## config.mk

```make
export PLATFORM = sky130hd
export DESIGN_NAME = freelist_ckpt
export DESIGN_NICKNAME = d
export VERILOG_FILES = /design/src/rtl/freelist_ckpt.sv
export SDC_FILE = /design/constraint.sdc
export NUM_CORES = 1
export LEC_CHECK = 0
export BUFFER_PORTS_ARGS = -buffer_cell sky130_fd_sc_hd__buf_4
export CAP_MARGIN = 20
export CORE_AREA = 2 2 202 402
export CTS_CLUSTER_SIZE = 20
export DETAILED_ROUTE_END_ITERATION = 12
export DIE_AREA = 0 0 204 404
export PLACE_DENSITY_LB_ADDON = 0.05
export SLEW_MARGIN = 0
export SYNTH_ARGS = -nofsm -noshare
export SYNTH_HDL_FRONTEND = slang
export SYNTH_SLANG_ARGS = --single-unit
export TNS_END_PERCENT = 50
```

## constraint.sdc

```tcl
create_clock -name clk -period 6.94 [get_ports clk]
set_input_delay 0.347 -clock clk [delete_from_list [all_inputs] [get_ports clk]]
set_output_delay 0.347 -clock clk [all_outputs]
set_load 0.01 [all_outputs]
```

## src/rtl/freelist_ckpt.sv

```systemverilog
// Purpose: N-wide physical-register free list for rename, with branch checkpoint/rollback and flush.
// Latency: pop_reg is combinational from pop_en; pointer, queue and checkpoint updates land on the next clk edge.
// Backpressure: pop_ready drops when fewer than POP_WIDTH registers are free; a push that would overfill is dropped and flagged.
//
// Ports:
//   clk, rst                 clock, synchronous active-high reset
//   pop_en / pop_reg         per-lane allocate request / allocated register (0 on idle lanes)
//   pop_ready                at least POP_WIDTH registers free
//   push_en / push_reg       per-lane release of a committed register
//   ckpt_en / ckpt_id        snapshot the post-pop allocation pointer into a slot
//   restore_en / restore_id  roll the allocation pointer back to a slot
//   flush                    drop every speculative allocation
//   free_count               head - tail
//   overflow_err             sticky: a push would have exceeded capacity
module freelist_ckpt #(
  parameter int NUM_REGS   = 64,
  parameter int ARCH_REGS  = 32,
  parameter int POP_WIDTH  = 2,
  parameter int PUSH_WIDTH = 2,
  parameter int NUM_CKPT   = 4,
  parameter int AW         = $clog2(NUM_REGS),
  parameter int CW         = (NUM_CKPT > 1) ? $clog2(NUM_CKPT) : 1
) (
  input  logic                             clk,
  input  logic                             rst,
  input  logic [POP_WIDTH-1:0]             pop_en,
  output logic [POP_WIDTH-1:0][AW-1:0]     pop_reg,
  output logic                             pop_ready,
  input  logic [PUSH_WIDTH-1:0]            push_en,
  input  logic [PUSH_WIDTH-1:0][AW-1:0]    push_reg,
  input  logic                             ckpt_en,
  input  logic [CW-1:0]                    ckpt_id,
  input  logic                             restore_en,
  input  logic [CW-1:0]                    restore_id,
  input  logic                             flush,
  output logic [AW:0]                      free_count,
  output logic                             overflow_err
);

  localparam logic [AW:0] INIT_FREE = (AW+1)'(NUM_REGS - ARCH_REGS);

  logic [AW-1:0] queue     [NUM_REGS];
  logic [AW:0]   ckpt_tail [NUM_CKPT];
  logic [AW:0]   head, tail;

  logic [AW:0]   pop_cnt, push_cnt;
  logic [AW-1:0] pop_idx  [POP_WIDTH];
  logic [AW-1:0] push_idx [PUSH_WIDTH];
  logic          push_drop;
  logic [AW:0]   head_next, tail_pop, tail_next;

  // Pop lanes are compacted: each enabled lane takes the next entry after
  // those claimed by lower enabled lanes. Index arithmetic wraps in AW bits.
  always_comb begin
    pop_cnt = '0;
    for (int i = 0; i < POP_WIDTH; i++) begin
      pop_idx[i] = tail[AW-1:0] + pop_cnt[AW-1:0];
      pop_reg[i] = pop_en[i] ? queue[pop_idx[i]] : '0;
      pop_cnt    = pop_cnt + {{AW{1'b0}}, pop_en[i]};
    end
  end

  always_comb begin
    push_cnt = '0;
    for (int j = 0; j < PUSH_WIDTH; j++) begin
      push_idx[j] = head[AW-1:0] + push_cnt[AW-1:0];
      push_cnt    = push_cnt + {{AW{1'b0}}, push_en[j]};
    end
  end

  assign free_count = head - tail;
  assign pop_ready  = (free_count >= (AW+1)'(POP_WIDTH));

  // Capacity check uses the pre-edge count; one extra bit so the sum cannot wrap.
  assign push_drop  = ({1'b0, free_count} + {1'b0, push_cnt}) > (AW+2)'(NUM_REGS);
  assign head_next  = push_drop ? head : head + push_cnt;

  // Pops only retire when the conservative ready condition holds.
  assign tail_pop   = pop_ready ? tail + pop_cnt : tail;

  // Flush rebuilds tail from the post-push head so exactly the non-architectural
  // registers are free again; restore jumps back to a snapshot.
  always_comb begin
    if (flush)           tail_next = head_next - INIT_FREE;
    else if (restore_en) tail_next = ckpt_tail[restore_id];
    else                 tail_next = tail_pop;
  end

  always_ff @(posedge clk) begin
    if (rst) begin
      head         <= INIT_FREE;
      tail         <= '0;
      overflow_err <= 1'b0;
      for (int c = 0; c < NUM_CKPT; c++) ckpt_tail[c] <= '0;
      for (int q = 0; q < NUM_REGS; q++)
        queue[q] <= (q < NUM_REGS - ARCH_REGS) ? AW'(ARCH_REGS + q) : '0;
    end else begin
      head <= head_next;
      tail <= tail_next;
      if (push_drop) overflow_err <= 1'b1;
      if (ckpt_en && !flush && !restore_en) ckpt_tail[ckpt_id] <= tail_pop;
      if (!push_drop) begin
        for (int j = 0; j < PUSH_WIDTH; j++)
          if (push_en[j]) queue[push_idx[j]] <= push_reg[j];
      end
    end
  end

  // Requesting a pop while not ready is a rename-stage protocol bug.
  always_ff @(posedge clk) begin
    if (!rst && (|pop_en)) assert (pop_ready);
  end

endmodule

```

## After elaboration in Yosys (flattened, before gate mapping)

Memories as Yosys holds them, arrays and structs flattened. A register that Yosys moved wholly into a read port is not among the register bits.
Cells that the tools add are included.

- Input port bits: 25
- Output and inout port bits: 21
- Memory bits (writable): 412
- Memories kept: 2
- Bits in registers: 15

- Multiplexer cells: 29
- Reduce and logical (&&, ||, !) cells: 7
- Order comparisons: 2
- $add $sub $neg: 9

Memories:

| name | words | bits a word | rd ports | clocked after Yosys merged registers in | write ports | line | source |
|---|---|---|---|---|---|---|---|
| queue | 64 | 6 | 2 | 1 | 64 | 42 | `logic [AW-1:0] queue [NUM_REGS];` |
| ckpt_tail | 4 | 7 | 1 | 0 | 4 | 43 | `logic [AW:0] ckpt_tail [NUM_CKPT];` |

Operators with widths:

| kind | count |
|---|---|
| 6-bit 2-to-1 mux | 7 |
| 7-bit 2-to-1 mux | 5 |
| 1-bit 2-to-1 mux | 16 |
| 7-bit by 2-bit adder with 7-bit output | 2 |
| 6-bit by 1-bit adder with 6-bit output | 2 |
| 6-bit OR reduction | 2 |
| 7-bit by 2-bit adder with 8-bit output | 1 |
| 8-bit by 7-bit greater-than comparator with 1-bit output (second input constant) | 1 |
| 7-bit by 2-bit >= comparator with 1-bit output (second input constant) | 1 |
| 7-bit OR reduction | 1 |
| 7-bit by 6-bit subtractor with 7-bit output (second input constant) | 1 |
| 7-bit subtractor | 1 |
| 1-bit by 1-bit adder with 2-bit output | 2 |
| 1-bit logical AND | 2 |
| 1-bit logical NOT | 2 |
| 2-bit 2-to-1 mux | 1 |

## Depth between registers and ports, before layout

- Word-level depth: 8
- Gate-level depth with buffers: 18

## Least setup slack after synthesis

Ideal clock, no wire load.

- Path type: flip-flop to flip-flop
- From: reg tail[1]
- To: mem queue[32][0] in the netlist's numbering (enable)
- Library setup time: 373 ps
- Path buffers: 6
- Data arrival time: 4148 ps
- Clock period less this slack: 4521 ps
- Setup slack: 2419 ps
- Data required time: 6567 ps
- Cell stages (with the launch flop): 15
- Cells stage by stage: dfxtp_1 -> clkbuf_1 -> clkbuf_1 -> inv_1 -> fa_1 -> fa_1 -> nor3_1 -> nor4_1 -> and3_1 -> buf_2 -> or4_1 -> clkbuf_1 -> clkbuf_1 -> clkbuf_1 -> o221ai_1

RTL lines:

| what | line | source |
|---|---|---|
| start, declared | 44 | `logic [AW:0] head, tail;` |
| start signal, assigned | 99 | `tail <= tail_next;` |
| end, declared | 42 |  |

==> flow_summary.toml <==
[setup_path]
worstSetupPathType = "reg2out"
r2r_slack_ps = 1420
critical_path_required_ps = 6590
cp_data_arrival_time_ps = 5210
rr_startpoint = "head[0]"
r2r-end = "queue[49][3]"
slowest_delay_ps = 820
reg2reg_depth = 13
endpoint_kind = "primary output"
crit_path_start = "tail[0]"
cp_slowest_cell = "buf_4"
endpoint = "pop_reg[1]"
startpoint_type = "register"
worstPathCellList = "buf_4, buf_4, mux4_2, mux4_2, mux4_2, and2_1, buf_4"
worst-path-max-fanout = 40

[global_route]
antenna_found_initial = 10
grt_pass1_wl_um = 196400
grt-ovfl-total = 0
track_usage_pct = 35.30
grt_max_degree = 65
first_global_vias = 22900

[routing]
routedWlPerCell_um = 44.90
wl_um = 146000
initialDrtViolationCount = 2743
routed_via_density = 7.149
remaining_drc_errors = 0
final_antenna_net_count = 0
vias = 23260
dr.pass1.iters = 6

[hold_path]
min_path_type = "in2reg"
hold_depth = 2

[clock_tree]
clk_pin_slew_worst_paths_ps = 70
cts_resized = 0
insertion_delay_ps = 640
cts.path.max_buffers = 3
root_buffer = "clkbuf_16"
ctsHoldBuffers = 0
cts_made_buffers = 44
cts_tree = "yes"
htreeDepth = 2
post_cts_buffers = 0
clkSinkCount = 427

[synthesis]
synth_cell_types = 71
synth_area_leaders = "edfxtp_1 (45%), mux4_2 (21%), o31ai_1 (4.5%), clkbuf_1 (2.8%), nand3_1 (2.5%)"
synth-edff-count = 412
synth_fp_nets = 2317
async_reset_ff_share_pct = 0
synth.top_cell.area_share_pct = 44.87
yosys_warnings = 0
ys_top_cells_by_count = "edfxtp_1 (412), mux4_2 (253), clkbuf_1 (205)"
synthFlopType = "edfxtp_1"
yosysTopAreaCell = "edfxtp_1"
synthCells = 2272
synth_area_um2 = 27570
synth-seq-cells = 427
seq_area_frac_synth_pct = 45.96
syn_avg_cell_area_um2 = 12.14
yosysMostFrequentCell = "edfxtp_1"

[outcome]
status = "complete, no violations"

[final_layout]
regArea_um2 = 12680
nets = 2224
multi_input_area_um2 = 13870
final_core_util_pct = 38.52
syn_to_final_growth_pct = 10.77
drive_gt1_share_pct = 22.83
fillers = 7646

[timing]
tightest_slew_ps = 1207
hold_viol = 0
min_period_over_period_pct = 80.01
holdWs_ps = 19.42
max_freq_mhz = 180.1
slew_violations = 0
finalSetupViolCount = 0
post-route-min-period_ps = 5552
grt_setup_unrepaired = "false"
maxSlewHeadroom_pct = 19.50
finalSetupTns_ps = 0
skew_ps = 31.01

[power_and_ir_drop]
p_per_area_nw_per_um2 = 258.0
power.leakage_nw = 9.127
ir_drop_v = 0.0001825

[placement]
place.gp.congestion = 0.9864
detailedPlacementHpwl_um = 107100
port_buffers = 45

[die]
ios = 46
die_area_um2 = 82420
die_w_um = 204
fp-row-count = 146
coreArea_um2 = 79280
start_util_pct = 34.78
die_y_um = 404

[job]
drv_cap = 0
[kinds of logic (layout without fill, tap and decap cells)]
logic type,count (synthesis),after routing,synth area share [%]
other cells,0,5,0
simple gates,694,694,12.37
compound gates,540,540,14.42
fa+ha+maj,20,20,1.016
mux,269,269,21.27
flops,427,427,45.96
xor+xnor,23,23,0.7578
buf+inv,299,239,4.207
[layout by cell type, fill, tap and decap left out, drive strengths merged, types with 11 or more instances in the layout]
| cell type | Yosys | final |
|---|---|---|
| edfxtp | 412 | 412 |
| a32o | 28 | 28 |
| and3 | 18 | 18 |
| a31oi | 76 | 76 |
| nor2 | 186 | 186 |
| o31ai | 164 | 164 |
| clkbuf | 205 | 49 |
| nor3 | 70 | 70 |
| inv | 35 | 37 |
| nand4 | 60 | 60 |
| nand3 | 137 | 137 |
| a22o | 29 | 29 |
| buf | 56 | 121 |
| clkinv | 3 | 18 |
| nand2 | 146 | 146 |
| a211oi | 15 | 15 |
| a21oi | 44 | 44 |
| and2 | 20 | 20 |
| mux2i | 11 | 11 |
| nor4 | 27 | 27 |
| o22ai | 17 | 17 |
| a211o | 12 | 12 |
| o221ai | 17 | 17 |
| mux4 | 253 | 253 |
| dfxtp | 15 | 15 |
| o211ai | 39 | 39 |
| xnor2 | 17 | 17 |
| ha | 16 | 16 |
| o21ai | 39 | 39 |
[power by group]
part / internal [mW] / total (mW) / switching, mW
combinational: 0.721 / 2.15 / 1.43
sequential: 2.91 / 3.00 / 0.0920
clock: 1.55 / 2.73 / 1.18
total: 5.18 / 7.88 / 2.70
[routing by layer]
metal  part of all wire [%]  global-route usage [%]
met4                     11                   30.29
met2                     51                   62.15
met3                    7.2                   5.975
met1                     31                   35.94
met5                  0.029                       0
[final cells by class]
cell class | count | area share [%]
Tap cell | 1036 | 4.244
Inverter | 38 | 0.4670
Antenna cell | 5 | 0.04097
Multi-Input combinational cell | 1546 | 45.41
Timing Repair Buffer | 122 | 3.171
Clock inverter | 31 | 1.344
Clock buffer | 48 | 3.794
Sequential cell | 427 | 41.53
[worst min-delay path by stage]
stage | start | end | slack (ps)
floorplan | overflow_err | overflow_err | 500
global placement | overflow_err | overflow_err | 460
detailed placement | overflow_err | overflow_err | 480
CTS | flush | tail[1] | 4
global route | flush | tail[1] | 20
finish | flush | tail[1] | 20
[per-stage QoR]
step / setup WS (ps) / cells / total power, mW / cell area, um2
floorplan: 2419 / 2272 / 4.174 / 27570
global placement: 1566 / 3164 / 5.150 / 28900
detailed placement: 1485 / 3168 / 5.151 / 28950
CTS: 1317 / 3247 / 7.841 / 30520
global route: 1137 / 3250 / 7.989 / 30530
finish: 1388 / 3253 / 7.881 / 30540
[worst max-delay path, delay by kind of cell, from the launching register on]
family,cells,cell delay [ps]
buffers and inverters,3,1660
flip-flops,1,700
multiplexers,3,1860
AND/OR/NAND/NOR,1,190
[sequential cells by signal, indices dropped and copies added, names as in the netlist]
name / count
queue: 384
ckpt_tail: 28
overflow_err: 1
head: 7
tail: 7
(Power assumes the default switching activity.)
